**src/rtl/mips_pkg.sv**
```systemverilog
// Shared MIPS pipeline definitions: ALU/PC-source encodings, link register
// default, and the per-stage control bundle carried through the pipeline.
package mips_pkg;

  typedef enum logic [3:0] {
    ALU_NONE = 4'd0,
    ALU_ADD  = 4'd1,
    ALU_SUB  = 4'd2,
    ALU_AND  = 4'd3,
    ALU_XOR  = 4'd4,
    ALU_OR   = 4'd5,
    ALU_SLL  = 4'd6,
    ALU_SRL  = 4'd7,
    ALU_SRA  = 4'd8,
    ALU_LUI  = 4'd9
  } aluc_e;

  typedef enum logic [1:0] {
    PC_SEQ    = 2'd0,
    PC_BRANCH = 2'd1,
    PC_JR     = 2'd2,
    PC_JUMP   = 2'd3
  } pcsrc_e;

  localparam int LINK_REG_DEFAULT = 31;

  typedef struct packed {
    logic       valid;
    logic       wreg;
    logic       m2reg;
    logic       wmem;
    logic       aluimm;
    logic       jal;
    logic       shift;
    logic [3:0] aluc;
    logic [4:0] dest;
  } ctrl_t;

  // Field masks: EX/MEM keeps memory/writeback controls, MEM/WB keeps writeback only.
  localparam ctrl_t KEEP_ALL = '1;
  localparam ctrl_t KEEP_MEM = '{valid: 1'b1, wreg: 1'b1, m2reg: 1'b1, wmem: 1'b1,
                                 aluimm: 1'b0, jal: 1'b0, shift: 1'b0,
                                 aluc: 4'h0, dest: 5'h1f};
  localparam ctrl_t KEEP_WB  = '{valid: 1'b1, wreg: 1'b1, m2reg: 1'b1, wmem: 1'b0,
                                 aluimm: 1'b0, jal: 1'b0, shift: 1'b0,
                                 aluc: 4'h0, dest: 5'h1f};

endpackage

```
**src/rtl/ctrl_pipe_if.sv**
```systemverilog
// Control-bundle link between pipeline stages; master drives, slave reads.
interface ctrl_pipe_if;
  import mips_pkg::*;

  // valid marks a real instruction. There is no ready: ID/EX takes a bubble
  // instead of the bundle while wpcir is low, and later stages always accept.
  ctrl_t bundle;

  modport master (output bundle);
  modport slave  (input  bundle);
endinterface

```
**src/rtl/ctrl_stage_reg.sv**
```systemverilog
// One pipeline control register; KEEP selects which fields this stage carries.
module ctrl_stage_reg
  import mips_pkg::*;
#(
  parameter ctrl_t KEEP = '1
) (
  input  logic        clk,
  input  logic        clrn,
  input  logic        bubble,
  ctrl_pipe_if.slave  d,
  ctrl_pipe_if.master q
);

  ctrl_t q_r;

  always_ff @(posedge clk) begin
    if (!clrn || bubble) begin
      q_r <= '0;
    end else begin
      q_r <= ctrl_t'(d.bundle & KEEP);
    end
  end

  assign q.bundle = q_r;

endmodule

```
**src/rtl/ctrl_pipe.sv**
```systemverilog
// ID->EX->MEM->WB control pipeline with load-use bubble insertion.
// Optional perf counters enabled by defining CTRL_PIPE_PERF_EN.
module ctrl_pipe
  import mips_pkg::*;
#(
  parameter int PERF_W   = 16,
  parameter int LINK_REG = LINK_REG_DEFAULT
) (
  input  logic              clk,
  input  logic              clrn,
  input  logic              id_valid,
  input  logic              wreg,
  input  logic              m2reg,
  input  logic              wmem,
  input  logic              aluimm,
  input  logic              regrt,
  input  logic              jal,
  input  logic              shift,
  input  logic [3:0]        aluc,
  input  logic [4:0]        rd,
  input  logic [4:0]        rt,
  input  logic              wpcir,
  output logic [4:0]        edestReg,
  output logic [4:0]        mdestReg,
  output logic [4:0]        wdestReg,
  output logic              ewreg,
  output logic              em2reg,
  output logic              ewmem,
  output logic              ealuimm,
  output logic              ejal,
  output logic              eshift,
  output logic [3:0]        ealuc,
  output logic              mwreg,
  output logic              mm2reg,
  output logic              mwmem,
  output logic              wwreg,
  output logic              wm2reg,
  output logic [PERF_W-1:0] stall_cnt,
  output logic [PERF_W-1:0] retire_cnt
);

  ctrl_pipe_if id_bus ();
  ctrl_pipe_if ex_bus ();
  ctrl_pipe_if mem_bus ();
  ctrl_pipe_if wb_bus ();

  logic [4:0] id_dest;

  always_comb begin
    id_dest = rd;
    if (jal) begin
      id_dest = 5'(LINK_REG);
    end else if (regrt) begin
      id_dest = rt;
    end
  end

  assign id_bus.bundle = '{valid: id_valid, wreg: wreg, m2reg: m2reg, wmem: wmem,
                           aluimm: aluimm, jal: jal, shift: shift,
                           aluc: aluc, dest: id_dest};

  ctrl_stage_reg #(.KEEP(KEEP_ALL)) u_id_ex (
    .clk    (clk),
    .clrn   (clrn),
    .bubble (!wpcir),
    .d      (id_bus),
    .q      (ex_bus)
  );

  // Downstream stages never stall: they drain whatever EX held.
  ctrl_stage_reg #(.KEEP(KEEP_MEM)) u_ex_mem (
    .clk    (clk),
    .clrn   (clrn),
    .bubble (1'b0),
    .d      (ex_bus),
    .q      (mem_bus)
  );

  ctrl_stage_reg #(.KEEP(KEEP_WB)) u_mem_wb (
    .clk    (clk),
    .clrn   (clrn),
    .bubble (1'b0),
    .d      (mem_bus),
    .q      (wb_bus)
  );

  assign edestReg = ex_bus.bundle.dest;
  assign ewreg    = ex_bus.bundle.valid & ex_bus.bundle.wreg;
  assign em2reg   = ex_bus.bundle.m2reg;
  assign ewmem    = ex_bus.bundle.valid & ex_bus.bundle.wmem;
  assign ealuimm  = ex_bus.bundle.aluimm;
  assign ejal     = ex_bus.bundle.jal;
  assign eshift   = ex_bus.bundle.shift;
  assign ealuc    = ex_bus.bundle.aluc;

  assign mdestReg = mem_bus.bundle.dest;
  assign mwreg    = mem_bus.bundle.valid & mem_bus.bundle.wreg;
  assign mm2reg   = mem_bus.bundle.m2reg;
  assign mwmem    = mem_bus.bundle.valid & mem_bus.bundle.wmem;

  assign wdestReg = wb_bus.bundle.dest;
  assign wwreg    = wb_bus.bundle.valid & wb_bus.bundle.wreg;
  assign wm2reg   = wb_bus.bundle.m2reg;

  // Fields masked to zero in later stages are intentionally left unread.
  wire unused_bits = ^{mem_bus.bundle.aluimm, mem_bus.bundle.jal, mem_bus.bundle.shift,
                       mem_bus.bundle.aluc, wb_bus.bundle.wmem, wb_bus.bundle.aluimm,
                       wb_bus.bundle.jal, wb_bus.bundle.shift, wb_bus.bundle.aluc};

`ifdef CTRL_PIPE_PERF_EN
  logic [PERF_W-1:0] stall_q;
  logic [PERF_W-1:0] retire_q;

  // Retire counts MEM/WB loading a valid entry, i.e. EX/MEM currently valid.
  always_ff @(posedge clk) begin
    if (!clrn) begin
      stall_q  <= '0;
      retire_q <= '0;
    end else begin
      if (!wpcir && (stall_q != '1)) begin
        stall_q <= stall_q + PERF_W'(1);
      end
      if (mem_bus.bundle.valid && (retire_q != '1)) begin
        retire_q <= retire_q + PERF_W'(1);
      end
    end
  end

  assign stall_cnt  = stall_q;
  assign retire_cnt = retire_q;
`else
  assign stall_cnt  = '0;
  assign retire_cnt = '0;
`endif

endmodule

```
**config.mk**
```make
export PLATFORM = sky130hd
export DESIGN_NAME = ctrl_pipe
export DESIGN_NICKNAME = d
export VERILOG_FILES = /design/src/rtl/mips_pkg.sv /design/src/rtl/ctrl_pipe_if.sv /design/src/rtl/ctrl_stage_reg.sv /design/src/rtl/ctrl_pipe.sv
export SDC_FILE = /design/constraint.sdc
export NUM_CORES = 1
export LEC_CHECK = 0
export ABC_AREA = 1
export CAP_MARGIN = 15
export CELL_PAD_IN_SITES_DETAIL_PLACEMENT = 1
export CELL_PAD_IN_SITES_GLOBAL_PLACEMENT = 1
export CORE_MARGIN = 1
export CORE_UTILIZATION = 27
export CTS_BUF_LIST = sky130_fd_sc_hd__clkbuf_16
export CTS_CLUSTER_DIAMETER = 40
export DETAILED_ROUTE_END_ITERATION = 8
export PLACE_DENSITY = 0.9
export SYNTH_ARGS = -nofsm -noshare
export SYNTH_HDL_FRONTEND = slang
export SYNTH_SLANG_ARGS = --single-unit
```
**constraint.sdc**
```tcl
create_clock -name clk -period 1.25 [get_ports clk]
set_input_delay 0.125 -clock clk [delete_from_list [all_inputs] [get_ports clk]]
set_output_delay 0.125 -clock clk [all_outputs]
set_load 0.005 [all_outputs]
```
### After elaboration in Yosys (flattened, before gate mapping)

Index checks and enable logic that the tools add are counted.

* mux-type cells: 2
* bitwise logic cells: 5
* reductions and logical operators: 3

Operators with widths (number)
* 2-to-1 mux 5 bit: 2
* AND 1 bit: 5
* logical NOT 1 bit: 2
* logical OR 1 bit: 1

* register bits: 33
* input bits: 25
* output and inout port bits: 62
* word-level logic and storage cells: 28

### Logic depth before layout (Yosys ltp)

Gate-level depths: netlist (run 1).

* depth in word-level cells: 2
* mapped depth: 5

### Hierarchy

A second synthesis (run 1) with hierarchy kept.

* cells, all modules: 184
* area, all modules: 1465.2 µm²

Modules (own cells, without submodules)
* ctrl_stage_reg at u_id_ex: instances 1, cells each 51, area an instance 496.7 µm², sequential area each 320.3 µm²
* ctrl_pipe: instances 1, cells each 61, area an instance 355.3 µm², sequential area each 0.0 µm²
* ctrl_stage_reg at u_ex_mem: instances 1, cells each 37, area an instance 319.1 µm², sequential area each 180.2 µm²
* ctrl_stage_reg at u_mem_wb: instances 1, cells each 35, area an instance 294.0 µm², sequential area each 160.2 µm²

### Least setup slack after synthesis (run 1)

Ideal clock, no wire load.

* path type: input to register
* start: in clrn
* end: reg u_id_ex.q_r (netlist bit u_id_ex.q.bundle[10])
* setup time: 116 ps
* arrival time: 487 ps
* required time: 1134 ps
* slack: 647 ps
* cell stages on the path: 4
* cell sequence: buf_6 > nand2_4 > buf_6 > nor2_2

* word-level cells in the longest chain between the ends: 2

RTL lines
* start: declaration: RTL line ctrl_pipe.sv:10 `input logic clrn,`
* logical NOT 1 bit
* logical OR 1 bit: RTL line ctrl_stage_reg.sv:17 `if (!clrn || bubble) begin`
* end signal: assignment: RTL line ctrl_stage_reg.sv:20 `q_r <= ctrl_t'(d.bundle & KEEP);`
* end: declaration: RTL line ctrl_stage_reg.sv:14 `ctrl_t q_r;`

Every way passes these cells.
A chain may end at the register's enable or synchronous reset.

### Worst setup path in the final report (run 1)

* start: reg u_ex_mem.q_r (netlist bit u_ex_mem.q.bundle[2])
* end: out mdestReg[2]

RTL lines
* start: declaration: RTL line ctrl_stage_reg.sv:14
* start signal: assignment: RTL line ctrl_stage_reg.sv:20
* end: declaration: RTL line ctrl_pipe.sv:24 `output logic [4:0] mdestReg,`

No word-level cell between the ends.

==> results of run 1 <==
==> report_power, final <==
part | leakage [nW] | switching (mW) | total (mW) | internal [mW]
registers | 0.271 | 0.0149 | 1.11 | 1.09
logic | 0.869 | 0.111 | 0.248 | 0.137
clock network | 0.0826 | 0.399 | 1.32 | 0.924
==> synth_stat cells <==
cell type	count	share of area
nor2_2	9	0.038
inv_1	38	0.097
buf_6	2	0.015
dfxtp_1	33	0.45
buf_4	52	0.26
nor2_1	1	0.0025
conb_1	1	0.0025
nand2_1	37	0.094
nand2_4	1	0.0076
nor2_4	1	0.0076
nand3_1	5	0.017
inv_2	2	0.0051
==> path summary, 6_finish.rpt <==
kind                            cells past startpoint                  start  slack (ns)               endpoint
worst min register to register                      2  u_ex_mem.q.bundle[14]        0.43  u_mem_wb.q.bundle[14]
worst max-delay path                                1   u_ex_mem.q.bundle[2]        0.04            mdestReg[2]
worst min-delay path                                3                aluc[3]        0.39    u_id_ex.q.bundle[8]
worst max register to register                      2    u_id_ex.q.bundle[0]        0.74   u_ex_mem.q.bundle[0]
==> worst min-delay path, cell delays in order <==
cell and delay [ns]:
clkdlybuf4s50_1 0.39, inv_1 0.06, nor2_2 0.03
==> timing repair <==
| item | CTS | global route |
|---|---|---|
| endpoints found under the setup margin | 10 | 6 |
| gates resized for setup | 13 | 6 |
| hold buffers | 0 | 0 |
==> area by class of cell <==
type                    count  area [um^2]
clock buffers               5          125
clock inverters             3         37.5
fillers                   639         3180
inverters                  40          150
multi-input cells          86          367
flip-flops and latches     33          664
well taps                  70         87.6
repair buffers             57          566
==> state kept, by name, summed over array words and instances (netlist names) <==
name               flops
u_mem_wb.q.bundle      8
u_ex_mem.q.bundle      9
u_id_ex.q.bundle      16
==> through the flow <==
stage	hold slack (ns)	setup WS, ns	std cells
after floorplan	0.237	0.647	213
after global placement	0.413	0.144	286
after detailed placement	0.424	0.0733	286
after CTS	0.383	0.00194	294
after global routing	0.391	0.00122	294
final	0.387	0.0389	294
==> kinds of logic (layout without fill, tap and decap cells) <==
logic type | Yosys count | count (layout) | share of synthesized area
other cells | 1 | 32 | 0.00254
flops | 33 | 33 | 0.448
simple gates | 54 | 54 | 0.167
buf+inv | 94 | 105 | 0.382
==> per-layer routing <==
layer,global-route usage,up-vias
met5,0,-
met4,0.0556,0
met3,0.0476,6
met2,0.184,45
met1,0.0896,464
li1,-,506
==> results.sh, run 1 <==
export IMPL_grt_pass1_vias=961
export IMPL_wl_um=2670
export IMPL_fmax_ghz=0.826
export IMPL_setup_violations=0
export IMPL_power_density_mw_per_mm2=1340
export IMPL_syn_area_per_cell_um2=8.10
export IMPL_htreeDepth=2
export IMPL_yosys_warnings=0
export IMPL_route_met3_wl_um=228
export IMPL_drt_iter0_markers=13
export IMPL_crit_fanout=2
export IMPL_clock_sinks=33
export IMPL_cts_setup_buffers=0
export IMPL_fin_skew_ns=0.000571
export IMPL_final_util=0.386
export IMPL_die_area_mm2=0.00576
export IMPL_drc_errors=0
export IMPL_fin_setup_tns_ns=0
export IMPL_worst_setup_path_start_kind="register"
export IMPL_antenna_found_initial=0
export IMPL_vias_per_cell=3.47
export IMPL_final_common_cell="inv_1"
export IMPL_cts_made_buffers=5
export IMPL_hp_class="in -> reg"
export IMPL_layout_drive_gt1_share=0.112
export IMPL_insertion_delay_ns=0.27
export IMPL_rsz0062_at_grt="false"
export IMPL_critical_path_arrival_ns=1.09
export IMPL_final_cell_area_mm2=0.00200
export IMPL_crit_required_ns=1.12
export IMPL_timing_final_crit_share=0.969
export IMPL_finalPower_mw=2.68
export IMPL_critical_path_slowest_cell="clkdlybuf4s50_1"
export IMPL_yosysSeqAreaShare=0.448
export IMPL_path_cells="clkdlybuf4s50_1"
export IMPL_syn2layout_area_growth_pct=35.5
export IMPL_dr_wl_met2_um=1490
export IMPL_layout_common_cells="inv_1, clkdlybuf4s50_1, nand2_1"
export IMPL_grt_total_usage=0.100
export IMPL_cp_num_buf_inv=1
export IMPL_fin_nets=248
export IMPL_coreArea_mm2=0.00517
export IMPL_ys_ff_latch=33
export IMPL_synth_cells=182
export IMPL_status="finished clean"
export IMPL_die_w_um=75.9
export IMPL_ant_nets=0
export IMPL_dr_pass1_iters=4
export IMPL_gp_congestion=0.720
export IMPL_hold_viol=0
export IMPL_critPathTopFamily="buffers and inverters"
export IMPL_cpPeakStageDelay_ns=0.50
export IMPL_overflow=0
export IMPL_cap_violations=0
export IMPL_end_kind="output port"
export IMPL_path_class="reg -> out"
export IMPL_synth_area_mm2=0.00147
export IMPL_leakagePower_nw=1.22
export IMPL_irDropWorstVdd_mv=0.654
export IMPL_clockBufferDepth=2
export IMPL_num_rows=26
export IMPL_clkTransAtPathRegs_ns=0.05
export IMPL_num_antenna_cells=0
export IMPL_final_max_slew_violation_count=0
export IMPL_floorplan_initialDensity=0.285
export IMPL_highest_layer="met4"
export IMPL_wl_per_cell_um=9.10
export IMPL_place_area_mm2=0.00183
export IMPL_fin_crit_ns=1.21
export IMPL_cts_root_buf="clkbuf_16"
export IMPL_cts_tree="built"
export IMPL_ios=87
export IMPL_vias=1021
export IMPL_grt_pass1_wl_um=4090
export IMPL_io_buffers=54
export IMPL_dp_hpwl_um=2240
export IMPL_fp_dieH_um=75.9
export IMPL_met1_length_um=893
export IMPL_ys_types=12
export IMPL_grt_max_degree=18
No activity file was read; power rests on OpenSTA's default activity.
==> run 2, diff against run 1 <==
CORE_UTILIZATION = 45   (was 27)
DONT_BUFFER_PORTS = 1   (was unset)
PLACE_DENSITY = 0.89   (was 0.9)
REMOVE_ABC_BUFFERS = 1   (was unset)
SLEW_MARGIN = 0   (was unset)
==> run 2 against run 1 <==
Final area decreased by 26%. Largest power group is now sequential cells. Critical path depth increased by 2. Power decreased by 13%.
==> results.sh, run 2 (synthesis gave the netlist of run 1 again) <==
export IMPL_crit_fanout=17
export IMPL_path_class="in -> reg"
export IMPL_drc_errors=0
export IMPL_grt_max_degree=18
export IMPL_path_cells="dlygate4sd3_1 -> nand2_1 -> inv_1"
export IMPL_critPathTopFamily="buffers and inverters"
export IMPL_crit_required_ns=1.46
export IMPL_coreArea_mm2=0.00308
export IMPL_worst_setup_path_start_kind="input pin"
export IMPL_max_slew_margin=0.636
export IMPL_end_kind="register"
export IMPL_dp_cells=203
export IMPL_hp_class="in -> reg"
export IMPL_gp_congestion=0.716
export IMPL_fp_dieH_um=59.2
export IMPL_insertion_delay_ns=0.27
export IMPL_cts_hold_buf=10
export IMPL_grt_pass1_vias=771
export IMPL_grt_total_usage=0.132
export IMPL_status="finished clean"
export IMPL_num_rows=20
export IMPL_syn2layout_area_growth_pct=-0.255
export IMPL_die_w_um=59.2
export IMPL_vias=828
export IMPL_die_area_mm2=0.00351
export IMPL_fin_setup_tns_ns=0
export IMPL_worst_pin_slew_ns=0.545
export IMPL_drt_iter0_markers=34
export IMPL_antenna_found_initial=0
export IMPL_layout_drive_gt1_share=0.107
export IMPL_vias_per_cell=3.75
export IMPL_irDropWorstVdd_mv=0.901
export IMPL_final_common_cell="inv_1"
export IMPL_power_density_mw_per_mm2=1590
export IMPL_hold_viol=0
export IMPL_io_buffers=0
export IMPL_largest_register_ffs=16
export IMPL_fin_skew_ns=0.00144
export IMPL_dr_pass1_iters=3
export IMPL_wl_um=2170
export IMPL_fmax_ghz=1.02
export IMPL_cts_setup_buffers=0
export IMPL_wl_per_cell_um=9.82
export IMPL_num_antenna_cells=0
export IMPL_cpPeakStageDelay_ns=0.88
export IMPL_clkTransAtPathRegs_ns=0.05
export IMPL_cts_made_buffers=5
export IMPL_ant_nets=0
export IMPL_cts_root_buf="clkbuf_16"
export IMPL_fin_nets=201
export IMPL_cp_num_buf_inv=2
export IMPL_grt_pass1_wl_um=3310
export IMPL_overflow=0
export IMPL_htreeDepth=2
export IMPL_fillers=396
export IMPL_cts_tree="built"
export IMPL_critical_path_slowest_cell="dlygate4sd3_1"
export IMPL_whs_ns=0.0172
export IMPL_setup_violations=0
export IMPL_final_max_slew_violation_count=0
export IMPL_cts_resized=0
export IMPL_ios=87
export IMPL_rsz0062_at_grt="false"
export IMPL_leakagePower_nw=0.895
export IMPL_cap_violations=0
export IMPL_instances_no_fill=221
export IMPL_layout_common_cells="inv_1, nand2_1, dfxtp_1"
export IMPL_clockBufferDepth=2
export IMPL_floorplan_initialDensity=0.479
export IMPL_clock_sinks=33
export IMPL_critical_path_arrival_ns=1.20
export IMPL_timing_final_crit_share=0.787
export IMPL_dp_hpwl_um=1610
export IMPL_fin_crit_ns=0.984
==> run 2: cell count changes in the layout (fill, tap and decap cells not counted), sizes merged <==
cell / delta
clkdlybuf4s50: -38
dlymetal6s2s: -6
dlygate4sd2: -10
dlygate4sd3: +10
bufinv: -1
clkinv: +2
inv: -1
buf: -3
==> run 2: where the power goes <==
part           internal [mW]  total (mW)  switching [mW]
Sequential              1.09        1.12          0.0239
Combinational         0.0461       0.126          0.0800
Clock                  0.717        1.10           0.383
==> run 2: routing by layer <==
metal / global-route usage / up-vias / share of wire
met5: 0 / - / 0
met4: 0.0612 / 0 / 0.014
met3: 0.0677 / 5 / 0.081
met2: 0.241 / 42 / 0.55
met1: 0.119 / 366 / 0.35
li1: - / 415 / -
==> run 2: cell type report <==
type                            count  area, um^2  share of cell area
Sequential cell                    33         661               0.449
Multi-Input combinational cell     86         367               0.249
Inverter                           40         150               0.102
Clock buffer                        5         125              0.0851
Timing Repair Buffer               10         100              0.0681
Tap cell                           44        55.1              0.0374
Clock inverter                      3        12.5             0.00851
==> run 2: worst paths after layout <==
check        slack (ns)                    end            startpoint  cells after the start
min reg2reg        0.43  u_ex_mem.q.bundle[14]  u_id_ex.q.bundle[14]                      2
min                0.02   u_id_ex.q.bundle[14]                  wreg                      2
max                0.27   u_mem_wb.q.bundle[3]                  clrn                      3
max reg2reg        0.70   u_mem_wb.q.bundle[3]  u_ex_mem.q.bundle[3]                      2
==> run 2: per-stage QoR <==
step           utilization  instance area (um^2)  total power [mW]  worst slack, ns
2_1_floorplan            -                  1180              1.21            0.704
3_3_place_gp         0.400                  1230              1.23            0.657
3_5_place_dp         0.400                  1230              1.23            0.634
5_1_grt              0.478                  1470              2.44            0.135
4_1_cts              0.478                  1470              2.37            0.235
6_report             0.478                  1470              2.34            0.266
